### src/rtl/alu_share_arbiter.sv
// Round-robin share of one external combinational ALU between the main pipeline
// (port 0) and the branch/address unit (port 1); one operation in flight at a time.

// Per-requester slice: ctl legality check, request ready and response gating.
module alu_share_port #(
  parameter int XLEN = 32
) (
  input  logic            idle,
  input  logic            win,
  input  logic            req_valid,
  input  logic [3:0]      req_ctl,
  output logic            req_ready,
  output logic [3:0]      ctl_norm,
  output logic            ctl_bad,
  input  logic            own_rsp,
  input  logic [XLEN-1:0] res,
  input  logic            res_zero,
  input  logic            res_err,
  output logic            rsp_valid,
  output logic [XLEN-1:0] rsp_data,
  output logic            rsp_zero,
  output logic            rsp_err
);
  always_comb begin
    ctl_bad   = !((req_ctl == 4'b0000) || (req_ctl == 4'b0001) ||
                  (req_ctl == 4'b0010) || (req_ctl == 4'b0110));
    // Illegal codes still execute, as an add, with the error flag carried along.
    ctl_norm  = ctl_bad ? 4'b0010 : req_ctl;
    req_ready = idle & win & req_valid;
    rsp_valid = own_rsp;
    rsp_data  = own_rsp ? res : '0;
    rsp_zero  = own_rsp & res_zero;
    rsp_err   = own_rsp & res_err;
  end
endmodule

module alu_share_arbiter #(
  parameter int XLEN = 32
) (
  input  logic            clk,
  input  logic            rst_n,
  input  logic            req0_valid,
  output logic            req0_ready,
  input  logic [XLEN-1:0] req0_a,
  input  logic [XLEN-1:0] req0_b,
  input  logic [3:0]      req0_ctl,
  output logic            rsp0_valid,
  input  logic            rsp0_ready,
  output logic [XLEN-1:0] rsp0_data,
  output logic            rsp0_zero,
  output logic            rsp0_err,
  input  logic            req1_valid,
  output logic            req1_ready,
  input  logic [XLEN-1:0] req1_a,
  input  logic [XLEN-1:0] req1_b,
  input  logic [3:0]      req1_ctl,
  output logic            rsp1_valid,
  input  logic            rsp1_ready,
  output logic [XLEN-1:0] rsp1_data,
  output logic            rsp1_zero,
  output logic            rsp1_err,
  output logic [XLEN-1:0] alu_a,
  output logic [XLEN-1:0] alu_b,
  output logic [3:0]      alu_ctl,
  input  logic [XLEN-1:0] alu_result,
  input  logic            alu_zero
);
  localparam int NREQ = 2;

  localparam logic [1:0] IDLE = 2'd0;
  localparam logic [1:0] EXEC = 2'd1;
  localparam logic [1:0] RESP = 2'd2;

  logic [1:0]      state;
  logic            rr_last;
  logic            owner;
  logic [XLEN-1:0] a_q, b_q, res_q;
  logic [3:0]      ctl_q;
  logic            zero_q, err_q;

  logic [NREQ-1:0]           req_valid, req_ready, win, own_rsp, ctl_bad;
  logic [NREQ-1:0]           rsp_valid, rsp_ready, rsp_zero, rsp_err;
  logic [NREQ-1:0][XLEN-1:0] req_a, req_b, rsp_data;
  logic [NREQ-1:0][3:0]      req_ctl, ctl_norm;

  logic idle, gnt, accept;

  assign req_valid = {req1_valid, req0_valid};
  assign req_a     = {req1_a, req0_a};
  assign req_b     = {req1_b, req0_b};
  assign req_ctl   = {req1_ctl, req0_ctl};
  assign rsp_ready = {rsp1_ready, rsp0_ready};

  assign idle   = (state == IDLE);
  // On a tie the requester that did not win last time gets the ALU.
  assign gnt    = (req_valid == 2'b11) ? ~rr_last : req_valid[1];
  assign win    = gnt ? 2'b10 : 2'b01;
  assign accept = idle & (|req_valid);

  for (genvar i = 0; i < NREQ; i++) begin : g_port
    assign own_rsp[i] = (state == RESP) && (owner == 1'(i));
    alu_share_port #(.XLEN(XLEN)) u_port (
      .idle      (idle),
      .win       (win[i]),
      .req_valid (req_valid[i]),
      .req_ctl   (req_ctl[i]),
      .req_ready (req_ready[i]),
      .ctl_norm  (ctl_norm[i]),
      .ctl_bad   (ctl_bad[i]),
      .own_rsp   (own_rsp[i]),
      .res       (res_q),
      .res_zero  (zero_q),
      .res_err   (err_q),
      .rsp_valid (rsp_valid[i]),
      .rsp_data  (rsp_data[i]),
      .rsp_zero  (rsp_zero[i]),
      .rsp_err   (rsp_err[i])
    );
  end

  assign req0_ready = req_ready[0];
  assign req1_ready = req_ready[1];
  assign rsp0_valid = rsp_valid[0];
  assign rsp1_valid = rsp_valid[1];
  assign rsp0_data  = rsp_data[0];
  assign rsp1_data  = rsp_data[1];
  assign rsp0_zero  = rsp_zero[0];
  assign rsp1_zero  = rsp_zero[1];
  assign rsp0_err   = rsp_err[0];
  assign rsp1_err   = rsp_err[1];

  // ALU inputs come straight from the operand latch so they hold outside EXEC.
  assign alu_a   = a_q;
  assign alu_b   = b_q;
  assign alu_ctl = ctl_q;

  always_ff @(posedge clk or negedge rst_n) begin
    if (!rst_n) begin
      state   <= IDLE;
      rr_last <= 1'b1;
      owner   <= 1'b0;
      a_q     <= '0;
      b_q     <= '0;
      ctl_q   <= '0;
      res_q   <= '0;
      zero_q  <= 1'b0;
      err_q   <= 1'b0;
    end else begin
      case (state)
        IDLE: if (accept) begin
          a_q     <= req_a[gnt];
          b_q     <= req_b[gnt];
          ctl_q   <= ctl_norm[gnt];
          err_q   <= ctl_bad[gnt];
          owner   <= gnt;
          rr_last <= gnt;
          state   <= EXEC;
        end
        EXEC: begin
          res_q  <= alu_result;
          zero_q <= alu_zero;
          state  <= RESP;
        end
        RESP: if (rsp_ready[owner]) state <= IDLE;
        default: state <= IDLE;
      endcase
    end
  end
endmodule
### config.mk
export PLATFORM = sky130hd
export DESIGN_NAME = alu_share_arbiter
export DESIGN_NICKNAME = d
export VERILOG_FILES = /design/src/rtl/alu_share_arbiter.sv
export SDC_FILE = /design/constraint.sdc
export NUM_CORES = 1
export LEC_CHECK = 0
export CAP_MARGIN = 5
export CORE_MARGIN = 2
export CORE_UTILIZATION = 40
export DETAILED_ROUTE_END_ITERATION = 10
export PLACE_DENSITY = 0.9
export SLEW_MARGIN = 5
export SYNTH_ARGS = -nofsm -noshare
export SYNTH_HDL_FRONTEND = slang
export SYNTH_HIERARCHICAL = 1
export SYNTH_SLANG_ARGS = --single-unit
### constraint.sdc
create_clock -name clk -period 2.26 [get_ports clk]
set_clock_uncertainty 0.2 [all_clocks]
set_input_delay 0.452 -clock clk [delete_from_list [all_inputs] [get_ports clk]]
set_output_delay 0.452 -clock clk [all_outputs]
set_load 0.03 [all_outputs]
==> results.ini, run 1 <==
[routing]
drt_iter0_drc = 140
routed_via_density = 4.847
routed_wl_mm = 17.11
num_vias = 4450
wl_per_cell_um = 18.63
drc = 0
first_pass_iters = 5
ant_nets = 0

[yosys]
yosys-top-cells-area = dfrtp_1 (44%), mux2_4 (35%), and2_1 (7.1%), mux2_2 (6.4%), buf_6 (2.6%)
synth_largest_area_cell = dfrtp_1
avgSynthCellArea_sq_um = 14.79
synth_seq_area_share_pct = 44.41
synth_cells = 404
ys_ff_latch = 106
synth_fp_nets = 579
ys_types = 26
ys_warn_count = 6
synth_area_sq_um = 5976
synth_top_cell_area_share_pct = 43.97

[critical_path]
crit_fanout = 5
crit_family = simple AND/OR/NAND/NOR gates
crit_type = flop to output pin
path_cells = nand2b_4 > nor2_4 > buf_12 > buf_6 > and2_1 > buf_6
endpoint_kind = output pin
crit_path_start_kind = flop
arrival_ps = 1600
worstPathRequired_ps = 1610
crit_buf_inv = 3
cpMaxStageDelayCell = dfrtp_1
slowest_delay_ps = 400
cpMostUsedCell = buf_6

[layout]
mostFrequentLayoutCell = clkdlybuf4s50_1
fin_nets = 903
drive_gt1_share_pct = 42.43
syn2layout_area_growth_pct = 64.49
mostFrequentLayoutCells = clkdlybuf4s50_1 (241), mux2_4 (138), dfrtp_1 (105)

[die]
dieArea_sq_um = 15930
row_count = 44
die_w_um = 126.2
start_util_pct = 40.96
coreArea_sq_um = 14590
die_h_um = 126.2
pin_count = 315

[hold_path]
hp-class = flop to flop

[global_route]
antenna_found_initial = 0
grt_max_degree = 107
gr-total-overflow = 0
grt_pass1_wl_mm = 25.72
grt_pass1_vias = 4764
track_usage_pct = 20.55

[placed_design]
port_buffers = 314
gp_congestion = 0.8382
place_ws_ps = -116.4
hpwlAfterDp_mm = 12.78

[clock_network]
clkLatencyLatePin_ps = 330
cts_max_level = 3
cts_buffers = 9
cts_tree = built
clkTransAtPathRegs_ps = 70
cts-root-buf = clkbuf_16
clock-sinks = 106
clockBufferDepth = 2

[timing]
tightestPinTransition_ps = 562.4
layout_min_cycle_time_ps = 2249
finalSetupViolCount = 0
final_max_slew_viol_count = 0
fin_ws_ps = 10.86
final-hold-violation-count = 0
fmax_mhz = 444.6
slew_headroom_pct = 62.51
rsz0062_at_grt = yes
fin_crit_sh_pct = 99.52
fin_setup_tns_ps = 0

[power]
combPwrFrac_pct = 59.4
p_sw_share_pct = 38.07
ir_drop_v = 0.0007241
powerDensity_nw_per_um2 = 1336
leakagePower_nw = 4.538
p_seq_share_pct = 27.1
clkPwrFrac_pct = 13.5
p_sw_mw = 5.000
intPower_mw = 8.133

[job]
drv_cap = 0

[run_status]
status = completed

-- worst paths after layout --
check	depth (start not counted)	end	slack (ps)	start
worst max register to register	5	alu_a[11]	310	rr_last
worst max-delay path	6	rsp0_data[9]	10	state[0]
min in group asynchronous	3	res_q[23]	530	rst_n
worst min-delay path	1	alu_ctl[1]	320	alu_ctl[1]
worst min register to register	1	alu_ctl[1]	320	alu_ctl[1]
max in group asynchronous	3	alu_ctl[3]	900	rst_n
-- final cells by class --
type / count / area, sq um
diodes: 1 / 2.502
clock buffers: 13 / 250.2
clock inverters: 3 / 90.09
fillers: 961 / 4760
inverters: 4 / 17.52
multi-input cells: 265 / 3128
flip-flops and latches: 106 / 2654
well taps: 184 / 230.2
repair buffers: 342 / 3457
-- state kept, by name (all words and copies together) (netlist names), 2 cells and up --
signal,count
alu_b,32
alu_a,32
state,2
res_q,32
alu_ctl,4
-- synthesized netlist by cell type (all sizes together) --
master	n
a211o	2
a21boi	1
a21oi	1
a31oi	1
and2	68
and3	2
buf	28
clkbuf	1
conb	2
dfrtp	105
dfstp	1
inv	4
mux2	172
nand2b	2
nor2	5
nor2b	2
nor4bb	2
o21a	1
o21ai	1
o2bb2ai	1
or3	2
-- routing by layer --
layer | vias up | track usage [%] | part of all wire [%]
met4 | 0 | 6.529 | 2.0
li1 | 2030 | - | -
met5 | - | 0 | 0
met1 | 2185 | 21.80 | 37
met2 | 213 | 39.09 | 55
met3 | 22 | 5.735 | 6.5
-- power by group through the flow --
stage / clock, mW / combinational, mW / sequential [mW]
floorplan: 0 / 3.62 / 4.60
global placement: 0 / 7.20 / 3.48
detailed placement: 0 / 7.39 / 3.52
CTS: 1.83 / 7.51 / 3.53
global route: 1.89 / 8.14 / 3.68
finish: 1.78 / 7.80 / 3.56
-- stage by stage --
stage          cells  instance area (sq um)  power, mW  util [%]  hold slack (ps)
6_report         918                   9829      13.13     67.38            316.7
5_1_grt          917                   9827      13.71     67.36            330.2
4_1_cts          912                   9559      12.88     65.52            318.4
3_5_place_dp     893                   9143      10.91     62.67            293.8
3_3_place_gp     893                   9143      10.68     62.67            294.3
2_1_floorplan    404                   5976      8.217         -           -43.59
-- what timing repair did --
action,CTS,global route
hold buffers,1,0
buffers inserted,0,2
resized for setup,8,55
pin swaps,1,1
gates cloned,2,3
endpoints found under the setup margin,68,45
hold endpoints to repair,4,0
-- worst register-to-register path: cells and delay by family, from the launching register on --
family / cells / cell delay, ps
muxes: 2 / 600
AOI/OAI and AO/OA: 1 / 80
DFF: 1 / 580
buffers and inverters: 2 / 370
-- cell families after synthesis --
kind of cell	after synthesis	share of synthesized area, %
AO/OA/AOI/OAI	8	1.152
buffers and inverters	33	4.376
flip-flops	106	44.41
multiplexers	172	41.08
other	2	0.1257
AND/OR/NAND/NOR	83	8.857
Note: power is estimated with default switching activity, not from simulation.
==> run 2, diff against run 1 <==
--- a/config.mk
+++ b/config.mk
@@ -10,6 +10,8 @@
 export CORE_UTILIZATION = 40
 export DETAILED_ROUTE_END_ITERATION = 10
 export PLACE_DENSITY = 0.9
+export SETUP_SLACK_MARGIN = 0.1
+export SKIP_LAST_GASP = 1
 export SLEW_MARGIN = 5
 export SYNTH_ARGS = -nofsm -noshare
 export SYNTH_HDL_FRONTEND = slang
==> run 2 against run 1 <==
  * Maximum frequency fell by 0.26%
  * Die area did not move
  * Worst hold slack barely moved
  * Via count rose by 1.1%
  * Sequential share of layout area fell by 0.38 points
  * Cell area rose by 1.4%
  * Non-clock buffer count rose by 4
  * Global-route usage rose by 0.28 points
  * Wire length rose by 2.0%
  * Clock power barely moved
  * Critical path type unchanged
  * Critical endpoint is now rsp1_data[17]
==> results.ini, run 2 (synthesis gave the netlist of run 1 again) <==
[run_status]
status = completed

[timing]
final-hold-violation-count = 0  ; unchanged
fin_hold_ws_ps = 316.7  ; -0.001000 ps
fin_ws_ps = 5.102  ; -5.753 ps
slew_headroom_pct = 62.17  ; -0.34 points
finalSetupViolCount = 0  ; unchanged
layout_min_cycle_time_ps = 2255  ; +5.753 ps
final_max_slew_viol_count = 0  ; unchanged
fin_setup_tns_ps = 0  ; unchanged
fmax_mhz = 443.5  ; -0.26%
rsz0062_at_grt = yes
tightestPinTransition_ps = 567.5  ; +5.115 ps
fin_crit_sh_pct = 99.77  ; +0.25 points

[power]
ir_drop_v = 0.0007241  ; about the same
powerDensity_nw_per_um2 = 1330  ; -0.42%
leakagePower_nw = 4.600  ; +1.4%

[critical_path]
rrSetupSlack_ps = 320  ; about the same
crit_fanout = 9  ; +4
crit_path_start_kind = flop
endpoint_kind = output pin
arrival_ps = 1600  ; about the same
rr_endpoint = alu_a[11]
reg2reg_depth = 5  ; unchanged
crit_type = flop to output pin
crit_path_start = state[0]
cp-endpoint = rsp1_data[17]
r2r_start = rr_last
worstPathRequired_ps = 1610  ; about the same

[hold_path]
hp-class = flop to flop

[global_route]
antenna_found_initial = 0  ; unchanged
grt_max_degree = 107  ; unchanged
grt_pass1_wl_mm = 26.08  ; +1.4%
grt_pass1_vias = 4847  ; +1.7%
gr-total-overflow = 0  ; unchanged
track_usage_pct = 20.83  ; +0.28 points

[routing]
num_vias = 4497  ; +1.1%
routed_wl_mm = 17.44  ; +2.0%
ant_nets = 0  ; unchanged
routed_via_density = 4.883  ; +0.73%
first_pass_iters = 4  ; -1
drt_iter0_drc = 154  ; +10%
wl_per_cell_um = 18.94  ; +1.6%
drc = 0  ; unchanged

[clock_network]
clock-sinks = 106  ; unchanged
clkTransAtPathRegs_ps = 70  ; about the same
clkLatencyLatePin_ps = 330  ; about the same
cts_buffers = 9  ; unchanged
cts_tree = built
clockBufferDepth = 2  ; unchanged
cts_max_level = 3  ; unchanged
cts-root-buf = clkbuf_16

[die]
die_h_um = 126.2  ; unchanged
dieArea_sq_um = 15930  ; unchanged
coreArea_sq_um = 14590  ; unchanged
pin_count = 315  ; unchanged
die_w_um = 126.2  ; unchanged
row_count = 44  ; unchanged
start_util_pct = 40.96  ; unchanged

[layout]
syn2layout_area_growth_pct = 66.83
mostFrequentLayoutCells = clkdlybuf4s50_1 (239), mux2_4 (138), dfrtp_1 (105)
drive_gt1_share_pct = 45.05  ; +2.6 points
antenna-diode-count = 0  ; -1
mostFrequentLayoutCell = clkdlybuf4s50_1
fin_nets = 907  ; +0.44%

[placed_design]
hpwlAfterDp_mm = 12.78  ; unchanged
gp_congestion = 0.8382  ; unchanged
place_ws_ps = -116.4  ; unchanged
port_buffers = 314  ; unchanged

[job]
drv_cap = 0  ; unchanged

run 2: routing by layer:
layer	track usage, %	vias to the layer above	wire (um)
met2	39.63	229	9495
met1	22.02	2197	6257
met5	0	-	0
met4	7.175	0	513
met3	5.565	34	1175
li1	-	2037	-
run 2: what timing repair did:
action                                  in CTS  in global routing
hold buffers                                 1                  0
pin swaps                                    2                  2
resized for setup                           34                 65
endpoints found under the setup margin      72                 72
endpoints found under the hold margin        4                  0
cloned                                       3                  3
buffers inserted                             4                  1
run 2: how the worst min path moves through the flow:
stage            endpoint  cells after the start        from
3_3_place_gp       zero_q                      1      zero_q
2_1_floorplan    alu_a[0]                      0       rst_n
4_1_cts         alu_a[10]                      1   alu_a[10]
6_report       alu_ctl[1]                      1  alu_ctl[1]
3_5_place_dp    alu_a[25]                      1   alu_a[25]
5_1_grt          alu_a[0]                      1    alu_a[0]
run 2: critical path, cell delays in order (launching register included):
cell and delay, ps:
dfrtp_1 390, nand2b_4 170, nor2_4 140, buf_12 130, buf_6 140, and2_1 140, buf_4 150
run 2: area by class of cell:
| type | instances | area, sq um |
|---|---|---|
| Sequential cell | 106 | 2654 |
| Clock buffer | 13 | 250.2 |
| Clock inverter | 3 | 90.09 |
| Inverter | 4 | 17.52 |
| Fill cell | 938 | 4619 |
| Timing Repair Buffer | 346 | 3557 |
| Multi-Input combinational cell | 265 | 3171 |
| Tap cell | 184 | 230.2 |
run 2: stage by stage:
stage	total power, mW	instances	cell area (sq um)	utilization, %
3_3_place_gp	10.68	893	9143	62.67
5_1_grt	13.85	921	9970	68.34
6_report	13.26	921	9970	68.34
4_1_cts	13.02	917	9683	66.37
2_1_floorplan	8.217	404	5976	-
3_5_place_dp	10.91	893	9143	62.67
run 2: where the power goes:
group          leakage, nW  switching, mW  internal, mW
Combinational         3.20           3.69          4.22
Sequential            1.24          0.686          2.89
Clock                0.164          0.665          1.12
